File: config.mk
export PLATFORM = sky130hd
export DESIGN_NAME = fifo_wr_arbiter
export DESIGN_NICKNAME = d
export VERILOG_FILES = /design/src/rtl/fifo_arb_pkg.sv /design/src/rtl/rr_pick2.sv /design/src/rtl/fifo_wr_arbiter.sv
export SDC_FILE = /design/constraint.sdc
export NUM_CORES = 1
export LEC_CHECK = 0
export CELL_PAD_IN_SITES_DETAIL_PLACEMENT = 1
export CELL_PAD_IN_SITES_GLOBAL_PLACEMENT = 1
export CORE_UTILIZATION = 29
export DETAILED_ROUTE_END_ITERATION = 7
export PLACE_DENSITY = 0.95
export SETUP_SLACK_MARGIN = 0.5
export SYNTH_ARGS = -nofsm -noshare
export SYNTH_HDL_FRONTEND = slang
export SYNTH_SLANG_ARGS = --single-unit
File: constraint.sdc
create_clock -name i_clk -period 5.7 [get_ports i_clk]
set_input_delay 1.425 -clock i_clk [delete_from_list [all_inputs] [get_ports i_clk]]
set_output_delay 1.425 -clock i_clk [all_outputs]
set_load 0.05 [all_outputs]
File: src/rtl/fifo_arb_pkg.sv
`default_nettype none
// ============================================================================
// Module      : fifo_arb_pkg
// Description : Shared types and constants for the FIFO write-port arbiter.
//               - arb_state_t : arbiter ownership state (IDLE, OWN_A, OWN_B)
//               - CLI_A/CLI_B : client index into one-hot pick/grant vectors
//               - BURST_CNT_W : width of the per-tenure beat counter
// Revision    : 1.0 - initial release
// ============================================================================
package fifo_arb_pkg;

    typedef enum logic [1:0] {
        IDLE  = 2'd0,
        OWN_A = 2'd1,
        OWN_B = 2'd2
    } arb_state_t;

    localparam int CLI_A = 0;
    localparam int CLI_B = 1;

    // Counter must hold values 0..BURST_MAX; never narrower than one bit.
    function automatic int BURST_CNT_W(input int burst_max);
        return (burst_max < 1) ? 1 : $clog2(burst_max + 1);
    endfunction

endpackage : fifo_arb_pkg
`default_nettype wire

File: src/rtl/rr_pick2.sv
`default_nettype none
// ============================================================================
// Module      : rr_pick2
// Description : Combinational two-way round-robin choice.
//               i_valid  [1:0] : request per client (bit CLI_A, bit CLI_B)
//               i_rr_ptr       : client with priority when both request
//               o_pick   [1:0] : one-hot winner, 00 when nobody requests
// Revision    : 1.0 - initial release
// ============================================================================
module rr_pick2
    import fifo_arb_pkg::*;
(
    input  logic [1:0] i_valid,
    input  logic       i_rr_ptr,
    output logic [1:0] o_pick
);

    always_comb begin
        o_pick = 2'b00;
        case (i_valid)
            2'b01:   o_pick[CLI_A] = 1'b1;
            2'b10:   o_pick[CLI_B] = 1'b1;
            2'b11: begin
                if (i_rr_ptr) o_pick[CLI_B] = 1'b1;
                else          o_pick[CLI_A] = 1'b1;
            end
            default: o_pick = 2'b00;
        endcase
    end

endmodule : rr_pick2
`default_nettype wire

File: src/rtl/fifo_wr_arbiter.sv
`default_nettype none
// ============================================================================
// Module      : fifo_wr_arbiter
// Description : Round-robin arbiter sharing one FIFO write port between two
//               packet clients A and B. Grant is registered; ready, write
//               strobe and write data are combinational pass-through.
//   i_clk, i_resetn (sync, active-low), i_ce (clock enable)
//   i_x_valid/i_x_data/i_x_last/o_x_ready : client x (a, b) beat handshake
//   i_full                                : shared FIFO full
//   o_wr/o_wr_data                        : FIFO write side
//   o_grant                               : one-hot owner (bit0 A, bit1 B)
// Revision    : 1.0 - initial release
// ============================================================================
module fifo_wr_arbiter
    import fifo_arb_pkg::*;
#(
    parameter int DW        = 8,
    parameter int BURST_MAX = 4
) (
    input  logic          i_clk,
    input  logic          i_resetn,
    input  logic          i_ce,
    input  logic          i_a_valid,
    input  logic [DW-1:0] i_a_data,
    input  logic          i_a_last,
    output logic          o_a_ready,
    input  logic          i_b_valid,
    input  logic [DW-1:0] i_b_data,
    input  logic          i_b_last,
    output logic          o_b_ready,
    input  logic          i_full,
    output logic          o_wr,
    output logic [DW-1:0] o_wr_data,
    output logic [1:0]    o_grant
);

    localparam int                 c_CNT_W    = BURST_CNT_W(BURST_MAX);
    localparam logic [c_CNT_W-1:0] c_CNT_LAST = c_CNT_W'(BURST_MAX - 1);

    arb_state_t         r_state,    w_state_nxt;
    logic [c_CNT_W-1:0] r_beat_cnt, w_beat_cnt_nxt;
    logic               r_rr_ptr,   w_rr_ptr_nxt;
    logic [1:0]         r_grant,    w_grant_nxt;

    logic       w_hs_ok;
    logic       w_acc_a;
    logic       w_acc_b;
    logic       w_end;
    logic [1:0] w_cand;
    logic [1:0] w_pick;

    // Ready is a function of enable/reset/full and ownership only, never of
    // the client's own valid, so clients may present valid after ready.
    assign w_hs_ok   = i_ce & i_resetn & ~i_full;
    assign o_a_ready = w_hs_ok & (r_state == OWN_A);
    assign o_b_ready = w_hs_ok & (r_state == OWN_B);
    assign w_acc_a   = o_a_ready & i_a_valid;
    assign w_acc_b   = o_b_ready & i_b_valid;

    // Tenure closes on the packet end or on the last beat of the burst cap.
    assign w_end = (w_acc_a & (i_a_last | (r_beat_cnt == c_CNT_LAST)))
                 | (w_acc_b & (i_b_last | (r_beat_cnt == c_CNT_LAST)));

    assign o_wr      = w_acc_a | w_acc_b;
    assign o_wr_data = w_acc_a ? i_a_data : (w_acc_b ? i_b_data : '0);
    assign o_grant   = r_grant;

    // In IDLE both clients compete; at end of tenure only the other client
    // is a candidate, so the same picker yields the direct handover.
    always_comb begin
        w_cand = 2'b00;
        case (r_state)
            IDLE:    w_cand = {i_b_valid, i_a_valid};
            OWN_A:   w_cand = {i_b_valid, 1'b0};
            OWN_B:   w_cand = {1'b0, i_a_valid};
            default: w_cand = 2'b00;
        endcase
    end

    rr_pick2 u_pick (
        .i_valid  (w_cand),
        .i_rr_ptr (r_rr_ptr),
        .o_pick   (w_pick)
    );

    always_comb begin
        w_state_nxt    = r_state;
        w_beat_cnt_nxt = r_beat_cnt;
        w_rr_ptr_nxt   = r_rr_ptr;
        if (i_ce) begin
            case (r_state)
                IDLE: begin
                    if (w_pick[CLI_A])      w_state_nxt = OWN_A;
                    else if (w_pick[CLI_B]) w_state_nxt = OWN_B;
                end
                OWN_A, OWN_B: begin
                    if (w_acc_a | w_acc_b) begin
                        if (w_end) begin
                            w_beat_cnt_nxt = '0;
                            w_rr_ptr_nxt   = (r_state == OWN_A) ? 1'b1 : 1'b0;
                            if (w_pick[CLI_B])      w_state_nxt = OWN_B;
                            else if (w_pick[CLI_A]) w_state_nxt = OWN_A;
                            else                    w_state_nxt = IDLE;
                        end else begin
                            w_beat_cnt_nxt = r_beat_cnt + 1'b1;
                        end
                    end
                end
                default: w_state_nxt = IDLE;
            endcase
        end
        w_grant_nxt = 2'b00;
        if (w_state_nxt == OWN_A) w_grant_nxt[CLI_A] = 1'b1;
        if (w_state_nxt == OWN_B) w_grant_nxt[CLI_B] = 1'b1;
    end

    always_ff @(posedge i_clk) begin
        if (!i_resetn) begin
            r_state    <= IDLE;
            r_beat_cnt <= '0;
            r_rr_ptr   <= 1'b0;
            r_grant    <= 2'b00;
        end else begin
            r_state    <= w_state_nxt;
            r_beat_cnt <= w_beat_cnt_nxt;
            r_rr_ptr   <= w_rr_ptr_nxt;
            r_grant    <= w_grant_nxt;
        end
    end

endmodule : fifo_wr_arbiter
`default_nettype wire

==> reports/metrics.yaml, run 1 <==
path_clk_slew_ns: 0.05
cts.sinks: 8
synth_cell_types: 32
dp.cells: 147
drc_errors: 0
fin_util_pct: 49.61
crit_path_start: "i_ce"
max_freq_mhz: 200.0
rows: 17
r2r_start: "r_state[0]"
ys_warn_count: 0
p_total_mw: 0.1500
critPathRequiredTime_ns: 4.28
tritoncts: "yes"
syn-cell-area_um2: 705.7
wl_per_cell_um: 15.25
hpwl_um: 1831
synth_top_family_by_area: "compound AO/OA/AOI/OAI gates"
multi_input_area_um2: 520.5
synthCells: 84
ir_drop_mv: 0.1433
vias: 821
via_per_inst: 5.473
grt_antenna_before_repair: 0
rsz0062_at_grt: "false"
dieWidth_um: 51.33
crit_arrival_ns: 3.57
clk_path_buf_depth: 2
totalWireLength_um: 2287
reg2reg_depth: 7
synthFlopType: "dfxtp_1"
overflow: 0
outcome: "finished clean"
grt_usage_pct: 18.07
synthMuxAreaShare_pct: 0
synthArstFlopShare_pct: 0
root_buffer: "clkbuf_4"
synthSimpleGateAreaFrac_pct: 27.30
seq_area_frac_synth_pct: 22.70
dpl-instance-area_um2: 1100
critPathMaxFanout: 8
r2r_end: "o_grant[0]"
p_leak_nw: 0.4590
io_pins: 37
htreeDepth: 1
dieHeight_um: 51.33
yosys.area_share.adder_pct: 10.64
nets: 154
fin_area_um2: 1119
end_kind: "output port"
setup_tns_ns: 0
startpoint_type: "input pin"
synth_nets: 114
grt_max_degree: 10
fillers: 279
synth_compound_area_share_pct: 34.93
n_antenna_cell: 0
reg2reg_slack_ns: 3.47
synth_edf_count: 0
dieArea_um2: 2635
final.period_utilization_pct: 87.71
crit_path_end: "o_wr_data[5]"
finalNonFillerCells: 150
synth_xor_area_share_pct: 0
slew_viol_final: 0
first_pass_iters: 5
place_congestion: 0.7486
final_common_cell: "clkdlybuf4s50_1"
grt_first_pass_wirelength_um: 3650
ant_nets: 0
drive_gt1_share_pct: 7.377
io_buffers: 36
finalSetupViolCount: 0
drt-initial-drc-count: 18
power.density_nw_per_um2: 134.1
clock_skew_ns: 0.0003811
area_delta_synth_final_pct: 58.51
numCtsBuffers: 3
ys_ff_latch: 8
hold_class: "reg2reg"
worstMarginPinSlew_ns: 0.5063
relSlewSlack_pct: 66.14
hold_buffers: 0
grt_pass1_vias: 795
start_util_pct: 31.30
timing.final.crit_period_ns: 5.000
drv_cap: 0
avgSynthCellArea_um2: 8.401
crit_type: "in2out"
core_um2: 2255
hold_viol_final: 0
ff_latch_area_um2: 160.2
final_cell_mix: "28 x clkdlybuf4s50_1, 9 x a22o_1, 8 x nand2_1, 8 x dfxtp_1, 8 x dlygate4sd2_1"
worstSkewPairLatency_ns: 0.25
==> metrics by stage <==
step,hold slack (ns),setup WS (ns)
6_report,0.4639,0.7005
5_1_grt,0.4944,0.6055
3_3_place_gp,0.4366,0.4081
2_1_floorplan,0.4307,1.475
3_5_place_dp,0.4489,0.3258
4_1_cts,0.4699,0.6033
==> final cells by class <==
type                    instances  area share [%]
clock buffers                   3           2.013
repair buffers                 37           31.99
inverters                       6           2.013
well taps                      28           3.132
flip-flops and latches          8           14.32
multi-input cells              68           46.53
==> cell usage after synthesis (all sizes together) (2+ instances only) <==
| library cell | n | area share, % |
|---|---|---|
| inv | 6 | 3.2 |
| a21oi | 2 | 1.4 |
| nand2 | 8 | 4.3 |
| or2 | 2 | 1.8 |
| nand3 | 2 | 1.4 |
| ha | 6 | 11 |
| nor2b | 2 | 1.8 |
| a221oi | 2 | 4.3 |
| nor2 | 2 | 1.1 |
| a21boi | 4 | 4.3 |
| and3b | 2 | 2.5 |
| o211ai | 3 | 3.2 |
| a22o | 9 | 11 |
| dfxtp | 8 | 23 |
| and2 | 7 | 6.2 |
| o21ai | 3 | 2.1 |
| or3 | 3 | 2.7 |
==> worst min path at each step <==
stage	depth (start not counted)	to	start	slack [ns]
CTS	2	r_beat_cnt[2]	r_beat_cnt[2]	0.47
floorplan	2	r_beat_cnt[2]	r_beat_cnt[2]	0.43
global route	2	r_beat_cnt[2]	r_beat_cnt[2]	0.49
global placement	2	r_beat_cnt[2]	r_beat_cnt[2]	0.44
finish	2	r_beat_cnt[2]	r_beat_cnt[2]	0.46
detailed placement	2	r_beat_cnt[1]	r_beat_cnt[1]	0.45
==> routing by layer <==
metal | track usage (%) | routed length [um] | vias to the layer above
li1 | - | - | 398
met1 | 20.36 | 948 | 382
met2 | 32.89 | 1105 | 39
met3 | 4.167 | 223 | 2
met4 | 6.306 | 10 | 0
met5 | 0 | 0 | -
==> cell families (layout without fill, tap and decap cells) <==
kind of cell,Yosys count,count (layout)
adder cells (fa/ha/maj),6,6
AND/OR/NAND/NOR,33,33
flip-flops,8,8
buffers and inverters,8,46
AO/OA/AOI/OAI,29,29
==> registers in the layout (all words and copies together), names as in the netlist <==
name,cells
o_grant,2
r_beat_cnt,3
r_rr_ptr,1
r_state,2
==> worst max-delay path, stage by stage <==
cell,delay [ns]
clkdlybuf4s50_1,0.61
nand2_1,0.10
or2_2,0.34
nor3_4,0.36
a22o_1,0.22
dlygate4sd2_1,0.53
==> repair_timing <==
item	CTS	global route
endpoints found under the setup margin	8	6
endpoints found under the hold margin	0	0
gates resized for setup	8	1
buffers inserted	0	0
cloned	0	0
==> report_power, final <==
| part | internal [mW] | switching, mW | total [mW] |
|---|---|---|---|
| logic | 0.0254 | 0.0233 | 0.0487 |
| clock network | 0.0240 | 0.0181 | 0.0421 |
| registers | 0.0577 | 0.00158 | 0.0592 |
Power figures use the tool's default switching activity.
==> run 2, diff against run 1 <==
--- a/config.mk
+++ b/config.mk
@@ -5,12 +5,14 @@
 export SDC_FILE = /design/constraint.sdc
 export NUM_CORES = 1
 export LEC_CHECK = 0
+export ABC_AREA = 1
 export CELL_PAD_IN_SITES_DETAIL_PLACEMENT = 1
 export CELL_PAD_IN_SITES_GLOBAL_PLACEMENT = 1
-export CORE_UTILIZATION = 29
+export CORE_UTILIZATION = 26
 export DETAILED_ROUTE_END_ITERATION = 7
-export PLACE_DENSITY = 0.95
+export PLACE_DENSITY = 0.93
 export SETUP_SLACK_MARGIN = 0.5
 export SYNTH_ARGS = -nofsm -noshare
 export SYNTH_HDL_FRONTEND = slang
 export SYNTH_SLANG_ARGS = --single-unit
+export TNS_END_PERCENT = 100
==> reports/metrics.yaml, run 2 <==
drive_gt1_share_pct: 9.396
reg2reg_slack_ns: 3.87
ir_drop_mv: 0.1079
reg2reg_depth: 11
cp_top_family: "buffers and inverters"
critPathRequiredTime_ns: 4.28
nets: 181
synthFlopType: "dfxtp_1"
startpoint_type: "input pin"
cts_setup_buffers: 0
worstMarginPinSlew_ns: 0.5185
fin_area_um2: 1104
synth_cell_types: 17
hpwl_um: 1792
critPathMaxFanout: 8
dieWidth_um: 53.31
hold_viol_final: 0
cp_slowest_cell: "clkdlybuf4s50_1"
hold_start: "r_beat_cnt[1]"
grt_antenna_before_repair: 0
area_delta_synth_final_pct: 61.24
htreeDepth: 1
io_buffers: 36
ys_warn_count: 0
holdPathStages: 2
p_total_mw: 0.1581
hold_buffers: 0
synth_nets: 141
drv_cap: 0
regMostFlops: "r_beat_cnt"
grt_usage_pct: 16.31
final_cell_mix: "35 x clkdlybuf4s50_1, 30 x nand2_1, 16 x nor2_1, 13 x inv_1, 12 x a21oi_1"
clock_skew_ns: 0.0002331
dieHeight_um: 53.31
power.density_nw_per_um2: 143.3
whs_endpoint: "r_beat_cnt[1]"
drc_errors: 0
first_pass_iters: 2
grt_first_pass_wirelength_um: 3360
timing.final.crit_period_ns: 5.031
p_comb_share_pct: 34.2
n_antenna_cell: 0
dieArea_um2: 2841
vias: 852
hold_class: "reg2reg"
dp.cells: 176
totalWireLength_um: 2065
ys_ff_latch: 8
dpl-instance-area_um2: 1079
yosysMostFrequentCell: "nand2_1"
netlist.area_leader.share_pct: 23.40
synth_commonest_cells: "30 x nand2_1, 16 x nor2_1, 13 x inv_1"
synthCells: 111
max_freq_mhz: 198.8
path_clk_slew_ns: 0.05
fillers: 328
grt_pass1_vias: 840
io_pins: 37
finalSetupViolCount: 0
cts.sinks: 8
root_buffer: "clkbuf_4"
clock_power_share_pct: 27.8
relSlewSlack_pct: 65.32
tritoncts: "yes"
clk_path_buf_depth: 2
intPower_mw: 0.1078
rsz0062_at_grt: "false"
rows: 18
synth_top_area_cell: "dfxtp_1"
p_leak_nw: 0.5302
avgSynthCellArea_um2: 6.166
end_kind: "output port"
synth_area_leaders: "dfxtp_1 23%, nand2_1 16%, ha_1 11%, a21oi_1 8.8%, nor2_1 8.8%"
finalNonFillerCells: 179
r2r_start: "r_state[0]"
critPathMaxStageDelay_ns: 0.82
outcome: "finished clean"
core_um2: 2477
fin_util_pct: 44.55
numCtsBuffers: 3
crit_chain: "clkdlybuf4s50_1, nand2_2, nor2_4, inv_2, nor2_2, nand2_2, inv_2, nand2_1, a21oi_1, clkdlybuf4s50_1"
largest_reg_flops: 3
slew_viol_final: 0
switching_share_pct: 31.83
worstSkewPairLatency_ns: 0.26
overflow: 0
place_congestion: 0.7656
p_seq_share_pct: 38.0
crit_arrival_ns: 3.61
drt-initial-drc-count: 2
final.period_utilization_pct: 88.27
ant_nets: 0
multi_input_area_um2: 464.2
start_util_pct: 27.63
via_per_inst: 4.760
grt_max_degree: 18
cp_num_buf_inv: 4
syn-cell-area_um2: 684.4
r2r_end: "o_grant[0]"
cts_resized: 0
p_switching_mw: 0.05033
ff_latch_area_um2: 160.2
crit_type: "in2out"
setup_tns_ns: 0
synth_edf_count: 0
seq_area_frac_synth_pct: 23.40
wl_per_cell_um: 11.54
synthArstFlopShare_pct: 0
final_common_cell: "clkdlybuf4s50_1"
[run 2: final cells by class]
type / count / share of cell area [%]
well taps: 30 / 3.401
repair buffers: 36 / 32.88
inverters: 15 / 5.102
multi-input cells: 87 / 42.06
clock buffers: 3 / 2.041
flip-flops and latches: 8 / 14.51
[run 2: worst reg2reg max path: stages (launching register included)]
cell and delay (ns):
dfxtp_1 0.41, inv_1 0.11, ha_1 0.26, o21ai_0 0.24
o21ai_0 0.19, nand2_1 0.11, nand3_1 0.08, nand2_1 0.07
nand2_1 0.05, nand2_1 0.09, nand2_1 0.07, nor2_1 0.10
[run 2: worst max path at each step]
stage / cells past startpoint / slack, ns / end / from
2_1_floorplan: 8 / 1.08 / o_wr_data[0] / i_ce
3_3_place_gp: 10 / 0.73 / o_wr_data[6] / i_resetn
3_5_place_dp: 10 / 0.63 / o_wr_data[6] / i_resetn
4_1_cts: 10 / 0.63 / o_wr_data[6] / i_resetn
5_1_grt: 10 / 0.51 / o_wr_data[6] / i_resetn
6_report: 10 / 0.67 / o_wr_data[6] / i_resetn
[run 2: cell families after synthesis]
logic type,Yosys count,share of synthesized area (%)
simple gates,64,44.06
compound gates,17,12.80
buf+inv,16,8.775
flops,8,23.40
fa+ha+maj,6,10.97
[run 2: power groups by stage]
stage,registers [mW],logic (mW),clock network [mW]
global route,0.0603,0.0593,0.0497
finish,0.0601,0.0541,0.0439
detailed placement,0.0612,0.0542,0
CTS,0.0601,0.0545,0.0467
global placement,0.0610,0.0522,0
floorplan,0.0646,0.0241,0
[run 2: per-stage QoR]
stage / hold slack, ns / setup slack (ns)
floorplan: 0.4439 / 1.083
global placement: 0.4565 / 0.7284
detailed placement: 0.4674 / 0.6344
CTS: 0.4748 / 0.6343
global route: 0.4890 / 0.5054
finish: 0.4693 / 0.6686
[run 2: per-layer routing]
| layer | up-vias | global-route usage (%) | routed length (um) |
|---|---|---|---|
| li1 | 427 | - | - |
| met5 | - | 0 | 0 |
| met1 | 385 | 14.14 | 740 |
| met3 | 5 | 3.448 | 232 |
| met2 | 35 | 32.50 | 1034 |
| met4 | 0 | 10.53 | 57 |
